<file path="src/rtl/button_event_decoder.sv">
// ---------------------------------------------------------------------------
// button_event_decoder
//
// Turns debounced button levels into one-cycle event pulses for the stopwatch
// control FSM. Every lane has its own sample register, hold counter and
// IDLE/PRESSED/LONG state machine. All outputs are registered.
//
// Optional feature macro: BTN_AUTOREPEAT_EN
//   defined   - LONG state runs a repeat counter and pulses o_repeat_evt
//   undefined - repeat logic absent, o_repeat_evt tied to 0
//
// Ports
//   i_clk          system clock, rising edge
//   i_rst          asynchronous active-high reset
//   i_buttons      debounced levels, 1 = pressed (lane 0 = START)
//   o_held         registered copy of i_buttons
//   o_press        one-cycle pulse when a press is recognised
//   o_release      one-cycle pulse when a release is recognised
//   o_long_press   one-cycle pulse when a hold reaches LONG_CYCLES
//   o_repeat_evt   one-cycle auto-repeat pulse every REPEAT_CYCLES in LONG
// ---------------------------------------------------------------------------
module button_event_decoder #(
  parameter int unsigned NUM_BUTTONS   = 5,
  parameter int unsigned CNT_WIDTH     = 27,
  parameter int unsigned LONG_CYCLES   = 100_000_000,
  parameter int unsigned REPEAT_CYCLES = 20_000_000
) (
  input  logic                   i_clk,
  input  logic                   i_rst,
  input  logic [NUM_BUTTONS-1:0] i_buttons,
  output logic [NUM_BUTTONS-1:0] o_held,
  output logic [NUM_BUTTONS-1:0] o_press,
  output logic [NUM_BUTTONS-1:0] o_release,
  output logic [NUM_BUTTONS-1:0] o_long_press,
  output logic [NUM_BUTTONS-1:0] o_repeat_evt
);

  typedef enum logic [1:0] {
    ST_IDLE,
    ST_PRESSED,
    ST_LONG
  } state_t;

  localparam logic [CNT_WIDTH-1:0] LONG_LAST = CNT_WIDTH'(LONG_CYCLES - 1);

  // Reject thresholds the counter cannot reach or that would fire on entry.
  if (LONG_CYCLES < 2 || REPEAT_CYCLES < 2 ||
      (CNT_WIDTH < 32 && (LONG_CYCLES   > (2**CNT_WIDTH) - 1 ||
                          REPEAT_CYCLES > (2**CNT_WIDTH) - 1))) begin : g_bad_param
    $error("button_event_decoder: LONG_CYCLES/REPEAT_CYCLES out of range");
  end

  logic [NUM_BUTTONS-1:0] r_s;

  always_ff @(posedge i_clk or posedge i_rst) begin
    if (i_rst) r_s <= '0;
    else       r_s <= i_buttons;
  end

  assign o_held = r_s;

  for (genvar gi = 0; gi < NUM_BUTTONS; gi++) begin : g_lane
    state_t               r_state;
    logic [CNT_WIDTH-1:0] r_cnt;
    logic                 r_press;
    logic                 r_release;
    logic                 r_long;
`ifdef BTN_AUTOREPEAT_EN
    localparam logic [CNT_WIDTH-1:0] REPEAT_LAST = CNT_WIDTH'(REPEAT_CYCLES - 1);
    logic                 r_repeat;
`endif

    // Release is tested before any threshold so it wins a same-cycle race.
    always_ff @(posedge i_clk or posedge i_rst) begin
      if (i_rst) begin
        r_state   <= ST_IDLE;
        r_cnt     <= '0;
        r_press   <= 1'b0;
        r_release <= 1'b0;
        r_long    <= 1'b0;
`ifdef BTN_AUTOREPEAT_EN
        r_repeat  <= 1'b0;
`endif
      end else begin
        r_press   <= 1'b0;
        r_release <= 1'b0;
        r_long    <= 1'b0;
`ifdef BTN_AUTOREPEAT_EN
        r_repeat  <= 1'b0;
`endif
        case (r_state)
          ST_IDLE: begin
            if (r_s[gi]) begin
              r_press <= 1'b1;
              r_cnt   <= '0;
              r_state <= ST_PRESSED;
            end
          end
          ST_PRESSED: begin
            if (!r_s[gi]) begin
              r_release <= 1'b1;
              r_cnt     <= '0;
              r_state   <= ST_IDLE;
            end else if (r_cnt == LONG_LAST) begin
              r_long  <= 1'b1;
              r_cnt   <= '0;
              r_state <= ST_LONG;
            end else begin
              r_cnt <= r_cnt + 1'b1;
            end
          end
          ST_LONG: begin
            if (!r_s[gi]) begin
              r_release <= 1'b1;
              r_cnt     <= '0;
              r_state   <= ST_IDLE;
            end else begin
`ifdef BTN_AUTOREPEAT_EN
              if (r_cnt == REPEAT_LAST) begin
                r_repeat <= 1'b1;
                r_cnt    <= '0;
              end else begin
                r_cnt <= r_cnt + 1'b1;
              end
`else
              r_cnt <= '0;
`endif
            end
          end
          default: begin
            r_cnt   <= '0;
            r_state <= ST_IDLE;
          end
        endcase
      end
    end

    assign o_press[gi]      = r_press;
    assign o_release[gi]    = r_release;
    assign o_long_press[gi] = r_long;
`ifdef BTN_AUTOREPEAT_EN
    assign o_repeat_evt[gi] = r_repeat;
`endif
  end

`ifndef BTN_AUTOREPEAT_EN
  assign o_repeat_evt = '0;
`endif

endmodule

</file>
<file path="config.mk">
export PLATFORM = sky130hd
export DESIGN_NAME = button_event_decoder
export DESIGN_NICKNAME = d
export VERILOG_FILES = /design/src/rtl/button_event_decoder.sv
export SDC_FILE = /design/constraint.sdc
export NUM_CORES = 1
export LEC_CHECK = 0
export CAP_MARGIN = 20
export CORE_ASPECT_RATIO = 0.6
export CORE_MARGIN = 4
export CORE_UTILIZATION = 45
export DETAILED_ROUTE_END_ITERATION = 7
export GPL_ROUTABILITY_DRIVEN = 0
export HOLD_SLACK_MARGIN = 0.15
export SLEW_MARGIN = 25
export SYNTH_ARGS = -nofsm -noshare
export SYNTH_HDL_FRONTEND = slang
export SYNTH_SLANG_ARGS = --single-unit
</file>
<file path="constraint.sdc">
create_clock -name i_clk -period 9.92 [get_ports i_clk]
set_input_delay 0.992 -clock i_clk [delete_from_list [all_inputs] [get_ports i_clk]]
set_output_delay 0.992 -clock i_clk [all_outputs]
set_load 0.03 [all_outputs]
</file>
==> results of run 1 <==
-- layout by cell type (no fill, tap or decap), types with 10 or more instances in the layout --
| cell type | count |
|---|---|
| nor2_1 | 136 |
| xnor2_1 | 43 |
| xor2_1 | 58 |
| nand4_1 | 50 |
| ha_1 | 20 |
| inv_1 | 36 |
| a21oi_1 | 17 |
| nor3_1 | 31 |
| o21ai_0 | 24 |
| clkdlybuf4s50_1 | 26 |
| nand2_1 | 75 |
| nor4_1 | 20 |
| nand3_1 | 60 |
| clkbuf_16 | 17 |
| dfrtp_1 | 165 |
| and3_1 | 13 |
| nor2b_1 | 10 |
-- area by class of cell --
type	count	area [µm²]
clock buffers	21	470
multi-input cells	674	4110
repair buffers	33	313
well taps	240	300
flip-flops and latches	165	4130
fillers	1695	8880
inverters	37	146
clock inverters	10	105
-- through the flow --
step	std cells	util (%)	power, W
finish	1180	51.9	0.00174
global route	1180	51.9	0.00185
CTS	1180	51.9	0.00176
detailed placement	1149	48.8	0.00110
global placement	1149	48.8	0.00110
floorplan	920	-	0.00102
-- routing by layer --
layer | up-vias | GRT usage (%) | part of all wire [%]
li1 | 3196 | - | -
met1 | 3053 | 27.8 | 58
met2 | 118 | 21.2 | 37
met3 | 19 | 3.61 | 4.0
met4 | 0 | 6.35 | 1.8
met5 | - | 0 | 0
-- synth_stat cells (all sizes together) (3+ instances only) --
| cell type | n |
|---|---|
| a21o | 4 |
| a21oi | 20 |
| a22o | 6 |
| a31oi | 10 |
| a32o | 3 |
| and2 | 8 |
| and3 | 13 |
| buf | 29 |
| clkbuf | 15 |
| dfrtp | 165 |
| ha | 20 |
| inv | 37 |
| mux2i | 3 |
| nand2 | 75 |
| nand2b | 7 |
| nand3 | 60 |
| nand4 | 51 |
| nand4b | 5 |
| nor2 | 138 |
| nor2b | 10 |
| nor3 | 31 |
| nor3b | 3 |
| nor4 | 24 |
| o211ai | 4 |
| o21ai | 24 |
| or2 | 6 |
| or3 | 8 |
| or4 | 9 |
| or4b | 3 |
| xnor2 | 43 |
| xor2 | 58 |
-- worst paths after layout --
path | startpoint | to | slack, ns | cells past startpoint
max | o_held[1] | o_held[1] | 7.18 | 1
min | g_lane[3].r_cnt[1] | g_lane[3].r_cnt[1] | 0.53 | 2
max reg2reg | g_lane[4].r_state[0] | g_lane[4].r_cnt[26] | 7.23 | 7
min reg2reg | g_lane[3].r_cnt[1] | g_lane[3].r_cnt[1] | 0.53 | 2
max in group asynchronous | i_rst | g_lane[4].r_cnt[9] | 7.55 | 3
min in group asynchronous | i_rst | g_lane[2].r_long | 1.08 | 2
-- state kept, by name, indices dropped and copies added, names as in the netlist --
signal	flops
g_lane.r_cnt	135
g_lane.r_state	10
g_lane.r_long	5
g_lane.r_press	5
g_lane.r_release	5
o_held	5
-- cell families after synthesis --
logic type / after synthesis / synth area share (%)
xor gates and xnor gates: 101 / 10.2
other: 1 / 0.0434
DFF: 165 / 47.8
muxes: 4 / 0.478
buffers and inverters: 81 / 4.78
AOI/OAI and AO/OA: 86 / 6.65
and+or+nand+nor: 458 / 27.1
adders and majority gates: 20 / 2.90
-- where the power goes --
group          switching, W  leakage [nW]  internal, W
combinational      0.000220          1.36     0.000113
sequential        0.0000392          2.27     0.000715
clock              0.000266         0.284     0.000386
==> reports/qor.csv, run 1 <==
stage;metric;value;unit
die;die_w;187;µm
place;dp_hpwl;11400;µm
sta;slew_violations;0;
die;die_area;0.0215;mm²
sta;whs;0.525;ns
worst_hold_path;hold_path.class;register to register;
place;place_area;0.00899;mm²
sta;setup_ws;7.18;ns
outcome;outcome;complete, no violations;
place;numPortBuffers;26;
finish;fin_area;0.00957;mm²
global_route;grt_first_pass_wirelength;29900;µm
synth;synth-seq-cells;165;
synth;synth_top_area_cell;dfrtp_1;
routing;drt-vias-per-instance;5.41;
sta;max-slew-margin-rel;32.0;%
setup_path;path_buf_inv;1;
clock_network;clk_pin_slew;0.06;ns
power;ir_drop;0.118;mV
setup_path;crit_path_max_incr_delay;0.75;ns
routing;routedWlPerCell;14.5;µm
sta;max_freq;365;MHz
clock_network;clk_latency;0.44;ns
global_route;grt-ovfl-total;0;
die;die_y;115;µm
routing;vias;6386;
synth;seq_area_frac_synth;47.8;%
clock_network;numClockSinks;165;
synth;yosysTopAreaCellShare;47.8;%
sta;finalCritPeriodShare;27.6;%
clock_network;cts_resized;0;
global_route;antenna_found_initial;0;
power;cellLeakagePower;3.91;nW
setup_path;critPathMaxFanout;13;
setup_path;endpoint_kind;output pin;
global_route;grt_pass1_vias;5751;
clock_network;h-tree-depth;4;
die;ios;32;
power;power_density;182;mW/mm²
setup_path;critical_path_class;register to output pin;
clock_network;cts_buffers;17;
sta;fin_skew;0.00792;ns
synth;syn_area;0.00863;mm²
setup_path;worstPathRequired;8.93;ns
synth;synth_area_leaders;dfrtp_1 (48%), nor2_1 (5.9%), xor2_1 (5.9%), xnor2_1 (4.4%), nand4_1 (3.6%);
finish;final_layout_size_suffix_gt1_share;6.49;%
die;core.rowCount;38;
synth;yosys_warnings;0;
sta;fin_tns_setup;0;ns
sta;final_hold_viol_count;0;
clock_network;postCtsSetupBuffers;0;
finish;diodes;0;
run;max-cap-violations;0;
die;start_util;46.8;%
synth;async_reset_ff_share;100;%
clock_network;clock_path_buffers;2;
routing;routed_wirelength;17100;µm
global_route;track_usage;16.9;%
clock_network;cts_hold_buffers;0;
clock_network;cts_root_buffer;clkbuf_16;
synth;synth-edff-count;0;
synth;dominantRegCellSynth;dfrtp_1;
place;place_ws;6.84;ns
synth;ys_types;62;
sta;tightest_slew;1.01;ns
finish;areaGrowthSynthToFinish;10.9;%
routing;drt_iter0_markers;296;
global_route;grt_max_degree;103;
finish;nets;955;
routing;ant_nets;0;
synth;syn_inst;916;
sta;rsz0062_at_grt;no;
setup_path;crit_slowest_cell;clkdlybuf4s50_1;
setup_path;start_kind;register;
sta;period_needed;2.74;ns
sta;setup_viol;0;
routing;dr.pass1.iters;5;
synth;syn_area_per_cell;9.43;µm²
setup_path;arrival;1.74;ns
die;core-area;0.0184;mm²
clock_network;cts_tree;done;
setup_path;critPathTopFamily;buffers and inverters;
routing;drc_errors;0;
setup_path;crit_path_cell_trace;clkdlybuf4s50_1;
Power figures use the tool's default switching activity.
==> run 2, diff against run 1 <==
==> constraint.sdc (replaced) <==
create_clock -name i_clk -period 2.3 [get_ports i_clk]
set_input_delay 0.23 -clock i_clk [delete_from_list [all_inputs] [get_ports i_clk]]
set_output_delay 0.23 -clock i_clk [all_outputs]
set_load 0.03 [all_outputs]
==> reports/qor.csv, run 2 (synthesis gave the netlist of run 1 again) <==
stage;metric;value;unit;change
global_route;grt_max_degree;46;;was 103
setup_path;start_kind;register;;unchanged
finish;reg_top3;g_lane.r_cnt (135), g_lane.r_state (10);;unchanged
routing;routedWlPerCell;14.8;µm;was 14.5 µm
die;core-area;0.0184;mm²;unchanged
sta;fin_skew;0.0107;ns;was 0.00792 ns
setup_path;path_buf_inv;1;;unchanged
clock_network;cts_buffers;17;;unchanged
die;ios;32;;unchanged
sta;fin_tns_setup;0;ns;unchanged
finish;final_layout_size_suffix_gt1_share;11.2;%;was 6.49%
finish;areaGrowthSynthToFinish;16.4;%;was 10.9%
global_route;grt-busiest-layer;met1;;unchanged
finish;regMostFlops;g_lane.r_cnt;;unchanged
run;max-cap-violations;0;;unchanged
clock_network;postCtsSetupBuffers;0;;unchanged
outcome;outcome;complete, no violations;;unchanged
place;numPortBuffers;26;;unchanged
finish;diodes;0;;unchanged
finish;final_cell_mix;dfrtp_1 (165), nor2_1 (136), nand2_1 (75), nand3_1 (60), xor2_1 (58);;unchanged
clock_network;clk_latency;0.43;ns;was 0.44 ns
power;ir_drop;0.514;mV;was 0.118 mV
global_route;use_met3;4.37;%;was 3.61%
sta;final_hold_viol_count;0;;unchanged
routing;ant_nets;0;;unchanged
power;power_density;781;mW/mm²;was 182 mW/mm²
die;core.rowCount;38;;unchanged
setup_path;critPathTopFamily;simple AND/OR/NAND/NOR gates;;was buffers and inverters
routing;vias;6539;;was 6386
global_route;gr-usage-met2;22.4;%;was 21.2%
global_route;grt_first_pass_wirelength;31400;µm;was 29900 µm
sta;whs;0.176;ns;was 0.525 ns
routing;routed_wirelength;18100;µm;was 17100 µm
routing;drt_iter0_markers;433;;was 296
sta;slew_violations;0;;unchanged
setup_path;crit_path_max_incr_delay;0.71;ns;was 0.75 ns
global_route;grt-ovfl-total;0;;unchanged
setup_path;critical_path_class;register to register;;was register to output pin
setup_path;arrival;2.51;ns;was 1.74 ns
global_route;grt_pass1_vias;6127;;was 5751
clock_network;numClockSinks;165;;unchanged
routing;drc_errors;0;;unchanged
clock_network;clk_pin_slew;0.07;ns;was 0.06 ns
die;die_area;0.0215;mm²;unchanged
sta;setup_viol;0;;unchanged
place;dp_hpwl;12700;µm;was 11400 µm
setup_path;endpoint_kind;register;;was output pin
place;place_ws;0.0185;ns;was 6.84 ns
clock_network;cts_root_buffer;clkbuf_16;;unchanged
setup_path;critPathMaxFanout;24;;was 13
die;die_w;187;µm;unchanged
clock_network;clock_path_buffers;2;;unchanged
die;die_y;115;µm;unchanged
sta;finalCritPeriodShare;95.8;%;
sta;max_freq;454;MHz;
finish;largest_reg_flops;135;;unchanged
routing;dr.pass1.iters;5;;unchanged
die;start_util;46.8;%;unchanged
worst_hold_path;hold_path.class;input port to asynchronous set/reset pin;;was register to register
setup_path;crit_slowest_cell;or4b_2;;was clkdlybuf4s50_1
clock_network;cts_tree;done;;unchanged
finish;final_common_cell;dfrtp_1;;unchanged
global_route;antenna_found_initial;0;;unchanged
finish;fin_util;54.5;%;was 51.9%
finish;nets;998;;was 955
power;cellLeakagePower;4.16;nW;was 3.91 nW
clock_network;h-tree-depth;4;;unchanged
sta;tightest_slew;0.631;ns;was 1.01 ns
sta;max-slew-margin-rel;57.9;%;was 32.0%
setup_path;crit_path_cell_trace;or4b_2 -> nor3_1 -> nand3_1 -> a31oi_2 -> buf_12 -> nor2_1;;was clkdlybuf4s50_1
setup_path;worstPathRequired;2.61;ns;was 8.93 ns
sta;period_needed;2.20;ns;
global_route;grt_util_met1;29.4;%;was 27.8%
routing;drt-vias-per-instance;5.34;;was 5.41
sta;setup_ws;0.0974;ns;was 7.18 ns
global_route;track_usage;17.8;%;was 16.9%
-- run 2: changes by cell type in the layout (fill, tap and decap cells not counted), moves of 2 or more --
cell,before,now
buf_4,7,42
buf_12,0,7
clkinv_2,6,3
clkinvlp_4,2,5
or4_1,8,5
or4_4,1,4
clkbuf_8,3,1
inv_6,0,2
nor4_1,20,18
nor4_4,1,3
-- run 2: layout make-up --
type / count / area, µm²
inverters: 37 / 143
flip-flops and latches: 165 / 4130
clock inverters: 12 / 153
fillers: 1662 / 8400
clock buffers: 20 / 447
multi-input cells: 674 / 4150
well taps: 240 / 300
repair buffers: 76 / 727
-- run 2: power breakdown --
group / internal, W / switching [W]
registers: 0.00308 / 0.000151
logic: 0.000668 / 0.00103
clock network: 0.00174 / 0.00118
total: 0.00549 / 0.00236
-- run 2: final timing paths --
path	slack, ns	from	cells after the start	endpoint
min in group i_clk	0.23	i_buttons[2]	1	o_held[2]
worst min register to register	0.52	g_lane[1].r_cnt[1]	2	g_lane[1].r_cnt[1]
worst max register to register	0.1	g_lane[1].r_cnt[17]	6	g_lane[1].r_cnt[23]
worst min-delay path	0.18	i_rst	2	g_lane[2].r_press
worst max-delay path	0.1	g_lane[1].r_cnt[17]	6	g_lane[1].r_cnt[23]
max in group asynchronous	1.46	i_rst	3	g_lane[4].r_release
-- run 2: timing repair --
| item | in CTS | in global routing |
|---|---|---|
| hold buffers | 0 | 0 |
| gates resized for setup | 0 | 9 |
| setup endpoints to repair | 0 | 48 |
-- run 2: layer usage --
metal,vias to the layer above,share of wire [%]
met3,15,4.8
met5,-,0
met1,3106,58
li1,3279,-
met2,139,36
met4,0,0.99
-- run 2: worst reg2reg max path: cells and delay by family, from the launching register on --
family / cells / cell delay (ns)
buffers and inverters: 1 / 0.20
and+or+nand+nor: 4 / 1.16
DFF: 1 / 0.43
AOI/OAI and AO/OA: 1 / 0.29
-- run 2: metrics by stage --
stage	total power (W)	cells	instance area (µm²)
detailed placement	0.00498	1192	9400
CTS	0.00794	1224	10000
global placement	0.00496	1192	9400
finish	0.00785	1224	10100
floorplan	0.00441	920	8650
global route	0.00829	1224	10100
==> variant, RTL diff (flow settings as in run 1) <==
Add a define of `BTN_AUTOREPEAT_EN`.
--- a/src/rtl/button_event_decoder.sv
+++ b/src/rtl/button_event_decoder.sv
@@ -20,4 +20,6 @@
 //   o_repeat_evt   one-cycle auto-repeat pulse every REPEAT_CYCLES in LONG
 // ---------------------------------------------------------------------------
+`define BTN_AUTOREPEAT_EN
+
 module button_event_decoder #(
   parameter int unsigned NUM_BUTTONS   = 5,
Function: same outputs for any inputs over 10 cycles, from zero or initial values and one cycle with i_rst high; that may be too few to reach the edited logic, so the function may still have changed.
==> variant against run 1 <==
Sequential cell count grew 5; core utilization shrank 1.2 points; synthesized cell count increased by 14%; total power rose by 1.9%; sequential share of layout area shrank 3.3 points; highest routed layer unchanged; non-clock buffer count increased by 7; routed wire length up 26%; worst setup slack worse by 0.19 ns; design area rose by 12%; area after synthesis increased by 12%.
==> variant: results (changes against run 1) <==
[synthesis]
yosys-top-cells-count = dfrtp_1 (170), nand2_1 (142), a21oi_1 (57)
synthAdderAreaFrac_pct = 2.84  ; -0.060 points
synth_cell_type_count = 70  ; +13%
avgSynthCellArea_um2 = 9.29  ; -1.5%
synth_area_leaders = dfrtp_1 (44%), nand2_1 (5.5%), xnor2_1 (3.9%)

[global_route]
grt_max_degree = 97  ; -5.8%
grt_pass1_vias = 6958  ; +21%
use_met1_pct = 32.0  ; +4.2 points
grt_use_total_pct = 18.6  ; +1.6 points

[worst_setup_path]
cp_max_fo = 25  ; +12
cp-startpoint = g_lane[4].r_cnt[9]$_DFFE_PP0P_
arrival_ns = 3.20  ; +1.46 ns

[power]
power_frac_seq_pct = 42.3  ; -1.1 points
cellLeakagePower_uw = 0.00422  ; +7.9%

[outcome]
status = completed

[sta]
clock_skew_ns = 0.0125  ; +0.00458 ns
layout_setup_ws_ns = 6.99  ; -0.193 ns

[finish]
drive_gt1_share_pct = 8.23  ; +1.7 points

[hold_path]
hold_depth = 1  ; -1
min_to = g_lane[0].r_cnt[0]$_DFFE_PP0P_

[drt]
vias_per_cell = 5.72  ; +5.6%
dr_wl_met3_um = 886  ; +30%
drt_iter0_markers = 700  ; +140%

[placement]
hpwl_um = 14500  ; +27%
dp_slack_ns = 6.68  ; -0.161 ns

==> variant: cell count changes in the layout (fill, tap and decap cells not counted), moves of 17 or more <==
cell	before	now
nor2_1	136	53
nand2_1	75	142
a21oi_1	17	57
xor2_1	58	41
==> variant: layout make-up <==
cell class | count | area [um^2] | area share [%]
repair buffers | 40 | 385 | 3.61
clock inverters | 13 | 141 | 1.32
flip-flops and latches | 170 | 4250 | 39.8
well taps | 279 | 349 | 3.27
clock buffers | 19 | 443 | 4.15
multi-input cells | 777 | 4960 | 46.4
inverters | 38 | 148 | 1.38
==> variant: cell families after synthesis <==
logic type,count (synthesis)
AOI/OAI and AO/OA,187
and+or+nand+nor,483
muxes,1
buffers and inverters,97
xor gates and xnor gates,84
adders and majority gates,22
DFF,170
==> variant: through the flow <==
stage	instance area, um^2	power, uW
6_report	10700	1770
5_1_grt	10700	1860
4_1_cts	10600	1790
3_5_place_dp	10100	1110
3_3_place_gp	10100	1110
2_1_floorplan	9700	1040
